File: config.mk
export PLATFORM = sky130hd
export DESIGN_NAME = ddr2_port_arbiter_0_flat
export DESIGN_NICKNAME = d
export VERILOG_FILES = /design/src/rtl/ddr2_port_arbiter_0_if.sv /design/src/rtl/ddr2_port_arbiter_0.sv /design/src/flat_wrapper.sv
export SDC_FILE = /design/constraint.sdc
export NUM_CORES = 1
export LEC_CHECK = 0
export ABC_CLOCK_PERIOD_IN_PS = 4430
export CAP_MARGIN = 10
export CORE_AREA = 2 2 317 319
export DETAILED_ROUTE_END_ITERATION = 10
export DIE_AREA = 0 0 319 321
export PLACE_DENSITY = 0.36
export RECOVER_POWER = 50
export SLEW_MARGIN = 40
export SYNTH_ARGS = -nofsm -noshare
export SYNTH_HDL_FRONTEND = slang
export SYNTH_SLANG_ARGS = --single-unit
File: constraint.sdc
create_clock -name clk -period 4.43 [get_ports clk]
set_input_delay 1.329 -clock clk [delete_from_list [all_inputs] [get_ports clk]]
set_output_delay 1.329 -clock clk [all_outputs]
set_load 0.01 [all_outputs]
File: src/rtl/ddr2_port_arbiter_0_if.sv
// Requester, user-interface FIFO and read-return signals of the two-port
// DDR2 arbiter. slave = arbiter view, master = requester/controller view.
interface ddr2_port_arbiter_0_if #(
  parameter int DATA_W = 128,
  parameter int MASK_W = 16
);
  logic              init_done;
  logic              req0_valid;
  logic              req1_valid;
  logic [35:0]       req0_addr;
  logic [35:0]       req1_addr;
  logic              req0_ready;
  logic              req1_ready;
  logic [DATA_W-1:0] req0_wdata;
  logic [DATA_W-1:0] req1_wdata;
  logic [MASK_W-1:0] req0_wmask;
  logic [MASK_W-1:0] req1_wmask;
  logic              req0_wd_ack;
  logic              req1_wd_ack;
  logic              rd0_valid;
  logic              rd1_valid;
  logic [DATA_W-1:0] rd_data;
  logic [35:0]       app_af_addr;
  logic              app_af_wren;
  logic [DATA_W-1:0] app_wdf_data;
  logic [MASK_W-1:0] app_mask_data;
  logic              app_wdf_wren;
  logic              af_almost_full;
  logic              wdf_almost_full;
  logic              read_data_valid;
  logic [DATA_W-1:0] read_data_fifo_out;
  logic              rd_err;

  modport slave (
    input  init_done,
    input  req0_valid, req1_valid,
    input  req0_addr, req1_addr,
    output req0_ready, req1_ready,
    input  req0_wdata, req1_wdata,
    input  req0_wmask, req1_wmask,
    output req0_wd_ack, req1_wd_ack,
    output rd0_valid, rd1_valid, rd_data,
    output app_af_addr, app_af_wren,
    output app_wdf_data, app_mask_data,
    output app_wdf_wren,
    input  af_almost_full, wdf_almost_full,
    input  read_data_valid, read_data_fifo_out,
    output rd_err
  );

  modport master (
    output init_done,
    output req0_valid, req1_valid,
    output req0_addr, req1_addr,
    input  req0_ready, req1_ready,
    output req0_wdata, req1_wdata,
    output req0_wmask, req1_wmask,
    input  req0_wd_ack, req1_wd_ack,
    input  rd0_valid, rd1_valid, rd_data,
    input  app_af_addr, app_af_wren,
    input  app_wdf_data, app_mask_data,
    input  app_wdf_wren,
    output af_almost_full, wdf_almost_full,
    output read_data_valid, read_data_fifo_out,
    input  rd_err
  );
endinterface

File: src/rtl/ddr2_port_arbiter_0.sv
// Two-port command/write-data arbiter for the DDR2 user interface, with a
// read tag FIFO steering returned beats back to the issuing port.
// Ports: clk, reset (sync, active-high), bus (ddr2_port_arbiter_0_if.slave).
// Build option: DDR2_ARB_FIXED_PRIO_EN -> port 0 always wins, no RR pointer.
module ddr2_port_arbiter_0 #(
  parameter int DATA_W    = 128,
  parameter int MASK_W    = 16,
  parameter int BEATS     = 2,
  parameter int TAG_DEPTH = 16
) (
  input logic                  clk,
  input logic                  reset,
  ddr2_port_arbiter_0_if.slave bus
);
  localparam int         TW   = $clog2(TAG_DEPTH);
  localparam logic [1:0] LAST = 2'(BEATS - 1);
  localparam logic [TW:0] ONE = 1;
  localparam logic [TW:0] FULL = (TW+1)'(TAG_DEPTH);

  typedef enum logic {IDLE, WDATA} state_t;

  state_t            state_q, state_d;
  logic              wport_q, wport_d;
  logic [1:0]        beat_q, beat_d;
  logic [35:0]       af_addr_q;
  logic              af_wren_q;
  logic [DATA_W-1:0] wdf_data_q;
  logic [MASK_W-1:0] mask_q;
  logic              wdf_wren_q;
  logic [TW-1:0]     wptr_q, rptr_q;
  logic [TW:0]       cnt_q, cnt_d;
  logic [TAG_DEPTH-1:0] tag_q;
  logic [1:0]        rbeat_q;
  logic [DATA_W-1:0] rd_data_q;
  logic              rd0_q, rd1_q;
  logic              rd_err_q;

  logic wr0, wr1, base_ok;
  logic tag_full, tag_empty;
  logic elig0, elig1, pick1;
  logic idle, in_wd;
  logic gnt0, gnt1, gnt, gwr;
  logic [35:0] gaddr;
  logic push, pop, ret, head;

  assign wr0       = bus.req0_addr[34:32] == 3'b100;
  assign wr1       = bus.req1_addr[34:32] == 3'b100;
  assign tag_full  = cnt_q == FULL;
  assign tag_empty = cnt_q == '0;
  assign base_ok   = bus.init_done & ~bus.af_almost_full;

  assign elig0 = bus.req0_valid & base_ok &
                 (wr0 ? ~bus.wdf_almost_full : ~tag_full);
  assign elig1 = bus.req1_valid & base_ok &
                 (wr1 ? ~bus.wdf_almost_full : ~tag_full);

`ifdef DDR2_ARB_FIXED_PRIO_EN
  assign pick1 = ~elig0;
`else
  // last_q holds the port granted last; it loses a tie.
  logic last_q;
  assign pick1 = ~elig0 | (elig1 & ~last_q);

  always_ff @(posedge clk) begin
    if (reset) begin
      last_q <= 1'b1;
    end else if (gnt) begin
      last_q <= gnt1;
    end
  end
`endif

  assign idle  = state_q == IDLE;
  assign in_wd = state_q == WDATA;
  assign gnt0  = idle & elig0 & ~pick1;
  assign gnt1  = idle & elig1 & pick1;
  assign gnt   = gnt0 | gnt1;
  assign gwr   = gnt1 ? wr1 : wr0;
  assign gaddr = gnt1 ? bus.req1_addr : bus.req0_addr;

  assign head = tag_q[rptr_q];
  assign push = gnt & ~gwr;
  assign ret  = bus.read_data_valid & ~tag_empty;
  assign pop  = ret & (rbeat_q == LAST);

  always_comb begin
    cnt_d = cnt_q;
    case ({push, pop})
      2'b10:   cnt_d = cnt_q + ONE;
      2'b01:   cnt_d = cnt_q - ONE;
      default: cnt_d = cnt_q;
    endcase
  end

  always_comb begin
    state_d = state_q;
    wport_d = wport_q;
    beat_d  = beat_q;
    unique case (state_q)
      IDLE: begin
        if (gnt & gwr) begin
          state_d = WDATA;
          wport_d = gnt1;
          beat_d  = '0;
        end
      end
      WDATA: begin
        beat_d = beat_q + 2'd1;
        if (beat_q == LAST) begin
          state_d = IDLE;
          beat_d  = '0;
        end
      end
    endcase
  end

  always_ff @(posedge clk) begin
    if (reset) begin
      state_q    <= IDLE;
      wport_q    <= 1'b0;
      beat_q     <= '0;
      af_addr_q  <= '0;
      af_wren_q  <= 1'b0;
      wdf_data_q <= '0;
      mask_q     <= '0;
      wdf_wren_q <= 1'b0;
      wptr_q     <= '0;
      rptr_q     <= '0;
      cnt_q      <= '0;
      tag_q      <= '0;
      rbeat_q    <= '0;
      rd_data_q  <= '0;
      rd0_q      <= 1'b0;
      rd1_q      <= 1'b0;
      rd_err_q   <= 1'b0;
    end else begin
      state_q    <= state_d;
      wport_q    <= wport_d;
      beat_q     <= beat_d;
      af_wren_q  <= gnt;
      wdf_wren_q <= in_wd;
      cnt_q      <= cnt_d;
      rd0_q      <= ret & ~head;
      rd1_q      <= ret & head;
      if (gnt) begin
        af_addr_q <= gaddr;
      end
      if (in_wd) begin
        wdf_data_q <= wport_q ? bus.req1_wdata : bus.req0_wdata;
        mask_q     <= wport_q ? bus.req1_wmask : bus.req0_wmask;
      end
      if (push) begin
        tag_q[wptr_q] <= gnt1;
        wptr_q        <= wptr_q + TW'(1);
      end
      if (pop) begin
        rptr_q <= rptr_q + TW'(1);
      end
      if (ret) begin
        rd_data_q <= bus.read_data_fifo_out;
        rbeat_q   <= (rbeat_q == LAST) ? 2'd0 : rbeat_q + 2'd1;
      end
      // Data with nothing outstanding is a controller protocol error.
      if (bus.read_data_valid & tag_empty) begin
        rd_err_q <= 1'b1;
      end
    end
  end

  assign bus.req0_ready    = gnt0;
  assign bus.req1_ready    = gnt1;
  assign bus.req0_wd_ack   = in_wd & ~wport_q;
  assign bus.req1_wd_ack   = in_wd & wport_q;
  assign bus.app_af_addr   = af_addr_q;
  assign bus.app_af_wren   = af_wren_q;
  assign bus.app_wdf_data  = wdf_data_q;
  assign bus.app_mask_data = mask_q;
  assign bus.app_wdf_wren  = wdf_wren_q;
  assign bus.rd0_valid     = rd0_q;
  assign bus.rd1_valid     = rd1_q;
  assign bus.rd_data       = rd_data_q;
  assign bus.rd_err        = rd_err_q;
endmodule

File: src/flat_wrapper.sv
// flat-port wrapper written by rule: the top's interface ports become plain ports
module ddr2_port_arbiter_0_flat 
#(
  parameter int DATA_W    = 128,
  parameter int MASK_W    = 16,
  parameter int BEATS     = 2,
  parameter int TAG_DEPTH = 16
)
  (clk, reset, bus_init_done, bus_req0_valid, bus_req1_valid, bus_req0_addr, bus_req1_addr, bus_req0_ready, bus_req1_ready, bus_req0_wdata, bus_req1_wdata, bus_req0_wmask, bus_req1_wmask, bus_req0_wd_ack, bus_req1_wd_ack, bus_rd0_valid, bus_rd1_valid, bus_rd_data, bus_app_af_addr, bus_app_af_wren, bus_app_wdf_data, bus_app_mask_data, bus_app_wdf_wren, bus_af_almost_full, bus_wdf_almost_full, bus_read_data_valid, bus_read_data_fifo_out, bus_rd_err);
  ddr2_port_arbiter_0_if #(.DATA_W(DATA_W), .MASK_W(MASK_W)) bus_i ();
  input logic clk;
  input logic reset;
  input wire logic [$bits(bus_i.init_done)-1:0] bus_init_done;
  input wire logic [$bits(bus_i.req0_valid)-1:0] bus_req0_valid;
  input wire logic [$bits(bus_i.req1_valid)-1:0] bus_req1_valid;
  input wire logic [$bits(bus_i.req0_addr)-1:0] bus_req0_addr;
  input wire logic [$bits(bus_i.req1_addr)-1:0] bus_req1_addr;
  output wire logic [$bits(bus_i.req0_ready)-1:0] bus_req0_ready;
  output wire logic [$bits(bus_i.req1_ready)-1:0] bus_req1_ready;
  input wire logic [$bits(bus_i.req0_wdata)-1:0] bus_req0_wdata;
  input wire logic [$bits(bus_i.req1_wdata)-1:0] bus_req1_wdata;
  input wire logic [$bits(bus_i.req0_wmask)-1:0] bus_req0_wmask;
  input wire logic [$bits(bus_i.req1_wmask)-1:0] bus_req1_wmask;
  output wire logic [$bits(bus_i.req0_wd_ack)-1:0] bus_req0_wd_ack;
  output wire logic [$bits(bus_i.req1_wd_ack)-1:0] bus_req1_wd_ack;
  output wire logic [$bits(bus_i.rd0_valid)-1:0] bus_rd0_valid;
  output wire logic [$bits(bus_i.rd1_valid)-1:0] bus_rd1_valid;
  output wire logic [$bits(bus_i.rd_data)-1:0] bus_rd_data;
  output wire logic [$bits(bus_i.app_af_addr)-1:0] bus_app_af_addr;
  output wire logic [$bits(bus_i.app_af_wren)-1:0] bus_app_af_wren;
  output wire logic [$bits(bus_i.app_wdf_data)-1:0] bus_app_wdf_data;
  output wire logic [$bits(bus_i.app_mask_data)-1:0] bus_app_mask_data;
  output wire logic [$bits(bus_i.app_wdf_wren)-1:0] bus_app_wdf_wren;
  input wire logic [$bits(bus_i.af_almost_full)-1:0] bus_af_almost_full;
  input wire logic [$bits(bus_i.wdf_almost_full)-1:0] bus_wdf_almost_full;
  input wire logic [$bits(bus_i.read_data_valid)-1:0] bus_read_data_valid;
  input wire logic [$bits(bus_i.read_data_fifo_out)-1:0] bus_read_data_fifo_out;
  output wire logic [$bits(bus_i.rd_err)-1:0] bus_rd_err;
  assign bus_i.init_done = bus_init_done;
  assign bus_i.req0_valid = bus_req0_valid;
  assign bus_i.req1_valid = bus_req1_valid;
  assign bus_i.req0_addr = bus_req0_addr;
  assign bus_i.req1_addr = bus_req1_addr;
  assign bus_req0_ready = bus_i.req0_ready;
  assign bus_req1_ready = bus_i.req1_ready;
  assign bus_i.req0_wdata = bus_req0_wdata;
  assign bus_i.req1_wdata = bus_req1_wdata;
  assign bus_i.req0_wmask = bus_req0_wmask;
  assign bus_i.req1_wmask = bus_req1_wmask;
  assign bus_req0_wd_ack = bus_i.req0_wd_ack;
  assign bus_req1_wd_ack = bus_i.req1_wd_ack;
  assign bus_rd0_valid = bus_i.rd0_valid;
  assign bus_rd1_valid = bus_i.rd1_valid;
  assign bus_rd_data = bus_i.rd_data;
  assign bus_app_af_addr = bus_i.app_af_addr;
  assign bus_app_af_wren = bus_i.app_af_wren;
  assign bus_app_wdf_data = bus_i.app_wdf_data;
  assign bus_app_mask_data = bus_i.app_mask_data;
  assign bus_app_wdf_wren = bus_i.app_wdf_wren;
  assign bus_i.af_almost_full = bus_af_almost_full;
  assign bus_i.wdf_almost_full = bus_wdf_almost_full;
  assign bus_i.read_data_valid = bus_read_data_valid;
  assign bus_i.read_data_fifo_out = bus_read_data_fifo_out;
  assign bus_rd_err = bus_i.rd_err;
  ddr2_port_arbiter_0 #(.DATA_W(DATA_W), .MASK_W(MASK_W), .BEATS(BEATS), .TAG_DEPTH(TAG_DEPTH)) u_core (.clk(clk), .reset(reset), .bus(bus_i));
endmodule
Word level (Yosys, flattened, before mapping)
Index checks and enable logic that the tools add are counted.
{"block": "classes", "addsub": 6, "n_eq_ne": 8, "bitwise": 32, "reduce_logical": 4, "n_lt_le_gt_ge": 3, "mux": 19}
{"op": "two-way mux 128 bit", "n": 1}
{"op": "two-way mux 36 bit", "n": 1}
{"op": "AND 1 bit", "n": 19}
{"op": "bitwise mux 16 bit", "n": 1}
{"op": "two-way mux 16 bit", "n": 1}
{"op": "inverter 1 bit", "n": 11}
{"op": "less-than comparator 4 x 5 -> 1 bit (second input constant)", "n": 2}
{"op": "case mux 5 bit (2 select lines)", "n": 1}
{"op": "adder 4 x 1 -> 4 bit (second input constant)", "n": 2}
{"op": "two-way mux 1 bit", "n": 7}
{"op": "equality test 2 x 1 -> 1 bit (second input constant)", "n": 3}
{"op": "equality test 3 bit (second input constant)", "n": 2}
{"op": "two-way mux 2 bit", "n": 3}
{"op": "adder 5 x 1 -> 5 bit (second input constant)", "n": 1}
{"op": "equality test 5 bit (second input constant)", "n": 1}
{"op": "zero test 5 bit", "n": 1}
{"op": "subtractor 5 x 1 -> 5 bit (second input constant)", "n": 1}
{"op": "adder 2 x 1 -> 2 bit (second input constant)", "n": 2}
{"op": "binary-select mux 1 bit (select 4 bit)", "n": 1}
{"op": "demux 1 bit (select 4 bit)", "n": 1}
{"op": ">= comparator 4 x 1 -> 1 bit (second input constant)", "n": 1}
{"op": "case mux 2 bit (2 select lines)", "n": 1}
{"op": "equality test 2 bit (second input constant)", "n": 1}
{"op": "inequality test 2 bit (second input constant)", "n": 1}
{"op": "other kinds (5)", "n": 6}
{"block": "word_totals", "out_inout_bits": 317, "reg_bits": 349, "in_bits": 496, "elab_cells": 90}

Longest topological paths before layout
{"block": "depth", "depth_word": 12, "ltp_mapped": 19, "depth_no_buf": 15}

Worst setup path before layout
OpenSTA, ideal clock, no wires.
{"block": "synth_path", "kind": "input to register", "startpoint": "in bus_req0_addr[33]", "endpoint": "reg u_core.cnt_q[4]", "n_path_buf": 3, "required_time_ns": 4.360, "arrival_ns": 4.678, "setup_time_ns": 0.070, "cell_stages": 18, "slack_ns": -0.318, "path_cell_list": "or4bb_1 > o311a_1 > a2111o_1 > inv_2 > o211a_1 > buf_4 > buf_6 > inv_1 > ha_1 > clkbuf_1 > xor2_1 > ha_1 > o21a_1 > o22a_1 > a21oi_1 > xor2_1 > or3_1 > a21oi_1"}
{"block": "synth_between", "elab_chain_len": 11, "word_cells_on_any_way": 17, "cone_classes": "eq/ne: 3; mux: 3; bitwise: 10; reduce/logical: 1"}
{"element": "from (decl)", "line_no": "flat_wrapper.sv:16", "rtl": "input wire logic [$bits(bus_i.req0_addr)-1:0] bus_req0_addr;"}
{"element": "equality test 3 bit (*)", "line_no": "ddr2_port_arbiter_0.sv:46", "rtl": "assign wr0 = bus.req0_addr[34:32] == 3'b100;"}
{"element": "two-way mux 1 bit", "line_no": "ddr2_port_arbiter_0.sv:53", "rtl": "(wr0 ? ~bus.wdf_almost_full : ~tag_full);"}
{"element": "AND 1 bit", "line_no": "ddr2_port_arbiter_0.sv:52", "rtl": "assign elig0 = bus.req0_valid & base_ok &"}
{"element": "inverter 1 bit", "line_no": "ddr2_port_arbiter_0.sv:62", "rtl": "assign pick1 = ~elig0 | (elig1 & ~last_q);"}
{"element": "bitwise OR 1 bit", "line_no": "ddr2_port_arbiter_0.sv:62"}
{"element": "inverter 1 bit or AND 1 bit (tied branches)", "line_no": "ddr2_port_arbiter_0.sv:75, ddr2_port_arbiter_0.sv:76"}
{"element": "AND 1 bit or two-way mux 1 bit (tied branches)", "line_no": "ddr2_port_arbiter_0.sv:75, ddr2_port_arbiter_0.sv:78"}
{"element": "bitwise OR 1 bit or inverter 1 bit (tied branches)", "line_no": "ddr2_port_arbiter_0.sv:77, ddr2_port_arbiter_0.sv:82"}
{"element": "AND 1 bit (*)", "line_no": "ddr2_port_arbiter_0.sv:82", "rtl": "assign push = gnt & ~gwr;"}
{"element": "equality test 2 x 1 -> 1 bit or equality test 2 bit (tied branches)", "line_no": "ddr2_port_arbiter_0.sv:88", "rtl": "case ({push, pop})"}
{"element": "case mux 5 bit (2 select lines) or nonzero test 2 bit (tied branches)"}
{"element": "to (signal assigned)", "line_no": "ddr2_port_arbiter_0.sv:142", "rtl": "cnt_q <= cnt_d;"}
{"element": "to (decl)", "line_no": "ddr2_port_arbiter_0.sv:31", "rtl": "logic [TW:0] cnt_q, cnt_d;"}
Mark *: on every way between the ends. The rest lies on a longest branch, timed or not.
A chain may end at the register's enable or synchronous reset.

Worst setup path in the final report
{"block": "layout_path", "startpoint": "in bus_req1_addr[32]", "endpoint": "out bus_req0_ready"}
{"block": "layout_between", "elab_chain_len": 7}
{"element": "from (decl)", "line_no": "flat_wrapper.sv:17", "rtl": "input wire logic [$bits(bus_i.req1_addr)-1:0] bus_req1_addr;"}
{"element": "equality test 3 bit", "line_no": "ddr2_port_arbiter_0.sv:47", "rtl": "assign wr1 = bus.req1_addr[34:32] == 3'b100;"}
{"element": "two-way mux 1 bit", "line_no": "ddr2_port_arbiter_0.sv:55", "rtl": "(wr1 ? ~bus.wdf_almost_full : ~tag_full);"}
{"element": "AND 1 bit", "line_no": "ddr2_port_arbiter_0.sv:54", "rtl": "assign elig1 = bus.req1_valid & base_ok &"}
{"element": "AND 1 bit", "line_no": "ddr2_port_arbiter_0.sv:62"}
{"element": "bitwise OR 1 bit", "line_no": "ddr2_port_arbiter_0.sv:62"}
{"element": "inverter 1 bit", "line_no": "ddr2_port_arbiter_0.sv:75", "rtl": "assign gnt0 = idle & elig0 & ~pick1;"}
{"element": "AND 1 bit", "line_no": "ddr2_port_arbiter_0.sv:75"}
{"element": "to (decl)", "line_no": "flat_wrapper.sv:18", "rtl": "output wire logic [$bits(bus_i.req0_ready)-1:0] bus_req0_ready;"}
No other way between the ends.

==> results.yml <==
global_routing:
  grt_use_total_pct: 14.05
  grt_pass1_wl_mm: 106.8
  grt_max_degree: 211
  antenna_found_initial: 17
  first_global_vias: 15110
  overflow: 0
cells_and_area:
  drive_above_1_share_pct: 5.921
  n_fill_cell: 10760
  fin_area_um2: 25490
  syn2layout_area_growth_pct: 79.58
  nNetsFinal: 2899
  stdcell_count: 3736
  seqCellArea_um2: 6994
  multi_input_area_um2: 6694
synthesis:
  netlist_instances: 1623
  synth_ff_type: "dfxtp_1"
  netlist_area_um2: 14200
  yosys-top-cells-area: "dfxtp_1, mux2i_1, nand2_1"
  yosys.area.top_type: "dfxtp_1"
  synth_warnings: 0
  synth_edf_count: 0
  yosysTopAreaCellShare_pct: 49.22
  ys_types: 51
  synth_commonest_cells: "dfxtp_1, nand2_1, nor2_1, mux2i_1, a211oi_1"
  syn_nets: 2128
  async_flop_share_pct: 0
  post-synth-top-count-cell: "dfxtp_1"
  ys_seq_elements: 349
  syn_area_per_cell_um2: 8.747
  yosysSeqAreaShare_pct: 49.22
hold_path:
  hold_class: "reg2reg"
clocking:
  cts_buffers: 47
  cts_tree: "yes"
  cts_sinks: 349
  path_clk_slew_ns: 0.05
  holdBufCountCts: 0
  worstSkewPairLatency_ns: 0.59
  root_buffer: "clkbuf_16"
  htreeDepth: 2
  clockBufferDepth: 3
critical_path:
  reg2reg_from: "u_core.cnt_q[1]"
  reg2reg_slack_ns: 0.58
  path_class: "in2out"
  start_kind: "input port"
  worstPathArrival_ns: 3.00
  cp-startpoint: "bus_req1_addr[32]"
  cp-endpoint: "bus_req0_ready"
  reg2reg_to: "u_core.cnt_q[4]"
  end_kind: "primary output"
  critPathMaxFanout: 4
  cp.required_ns: 3.10
  r2r_cells: 16
sta:
  holdWs_ns: 0.4492
  maxSlewViolCount: 105
  setup_viol: 0
  finalHoldViolations: 0
  fin_tns_setup_ns: 0
  fin_crit_ns: 4.330
  layout_worst_path_cycle_share_pct: 97.74
  setup_ws_ns: 0.1002
  worst_slew_pin_slew_ns: 2.501
  slew_headroom_pct: -66.72
  rsz0062_at_grt: "no"
  fin_skew_ns: 0.01232
  fmax_mhz: 231.0
power:
  leakage_nw: 8.776
  vdd_drop_max_v: 0.0002335
  power_density_nw_per_um2: 329.7
drt:
  drt_iter0_drc: 571
  drt-wirelength-per-cell_um: 20.25
  via_count: 14740
  totalWireLength_mm: 75.64
  routed_via_density: 3.946
  final_antenna_net_count: 0
  drtPass1Iterations: 4
  drc: 0
placed_design:
  postPlaceCellArea_um2: 23860
  pre_cts_slack_ns: -0.5025
  gp_congestion: 0.8128
  dp_hpwl_mm: 57.98
  place_inst: 3637
  numPortBuffers: 812
floorplan:
  start_util_pct: 14.30
  io_pins: 813
  rows: 116
  die_w_um: 319
  die_h_um: 321
  die-area_um2: 102400
  core_area_um2: 99280
flow_run:
  max-cap-violations: 1
run_status:
  violations: "capacitance limit, slew limit"
  status: "finished with violations"
==> layout make-up <==
| class | instances | area share, % |
|---|---|---|
| timing repair buffer | 864 | 33.60 |
| antenna | 6 | 0.05890 |
| tap | 1298 | 6.371 |
| multi-input combinational | 1125 | 26.26 |
| clock buffer | 75 | 5.463 |
| sequential | 349 | 27.44 |
| inverter | 7 | 0.1129 |
| clock inverter | 12 | 0.6969 |
==> cells by family (layout without fill, tap and decap cells) <==
| logic type | Yosys count | after routing | share of synthesized area [%] |
|---|---|---|---|
| other cells | 0 | 6 | 0 |
| buf+inv | 149 | 958 | 4.125 |
| mux | 165 | 165 | 12.07 |
| flops | 349 | 349 | 49.22 |
| fa+ha+maj | 9 | 9 | 0.7932 |
| xor+xnor | 12 | 12 | 0.7403 |
| simple gates | 587 | 587 | 16.60 |
| compound gates | 352 | 352 | 16.46 |
==> how the worst min path moves through the flow <==
stage / startpoint / endpoint / slack, ns / depth (start not counted)
after floorplan: u_core.rbeat_q[1] / u_core.rbeat_q[1] / 0.43 / 2
after global placement: u_core.rbeat_q[1] / u_core.rbeat_q[1] / 0.44 / 2
after detailed placement: u_core.rbeat_q[1] / u_core.rbeat_q[1] / 0.44 / 2
after CTS: u_core.bus.rd_data[31] / u_core.bus.rd_data[31] / 0.45 / 2
after global routing: u_core.bus.rd_data[112] / u_core.bus.rd_data[112] / 0.47 / 2
final: u_core.bus.rd_data[31] / u_core.bus.rd_data[31] / 0.45 / 2
==> critical path: stages <==
cell	delay, ns
dlygate4sd2_1	0.27
or4bb_1	0.52
o311ai_2	0.11
buf_4	0.17
nor2_1	0.03
nor3_1	0.20
buf_4	0.14
clkdlybuf4s15_2	0.22
==> placed cells by master (no fill, tap or decap), types with 37 or more instances in the layout <==
| master | netlist | layout |
|---|---|---|
| a211oi_1 | 149 | 149 |
| a21oi_1 | 142 | 141 |
| buf_4 | 4 | 37 |
| clkbuf_16 | 0 | 48 |
| clkdlybuf4s50_1 | 0 | 673 |
| dfxtp_1 | 349 | 347 |
| dlygate4sd3_1 | 0 | 129 |
| mux2i_1 | 160 | 160 |
| nand2_1 | 333 | 333 |
| nor2_1 | 198 | 198 |
==> metal layers <==
layer | global-route usage (%) | share of wire [%] | vias to the layer above
met5 | 0 | 0.10 | -
met4 | 4.455 | 2.5 | 12
met3 | 6.561 | 11 | 95
met2 | 23.73 | 48 | 581
met1 | 15.62 | 39 | 6862
li1 | - | - | 7193
==> stage by stage <==
stage	utilization, %	total power, W
6_report	25.68	0.008406
5_1_grt	25.68	0.008813
4_1_cts	25.65	0.008639
3_5_place_dp	24.03	0.004604
3_3_place_gp	24.03	0.004599
2_1_floorplan	-	0.003758
==> repair_timing <==
action	in CTS	in global routing
pin swaps	4	2
endpoints found under the setup margin	2	3
gates resized for setup	16	4
setup buffers	3	1
cloned	0	0
==> power breakdown <==
group	switching [W]	internal [W]
Sequential	0.0000608	0.00325
Combinational	0.000501	0.000689
Clock	0.00152	0.00238
Total	0.00209	0.00632
==> flip-flops by register name, indices dropped and copies added, names as in the netlist, 4 cells and up <==
signal                    count
u_core.bus.rd_data          128
u_core.bus.app_af_addr       36
u_core.cnt_q                  5
u_core.bus.app_mask_data     16
u_core.bus.app_wdf_data     128
u_core.wptr_q                 4
u_core.tag_q                 16
u_core.rptr_q                 4
(Power assumes the default switching activity.)
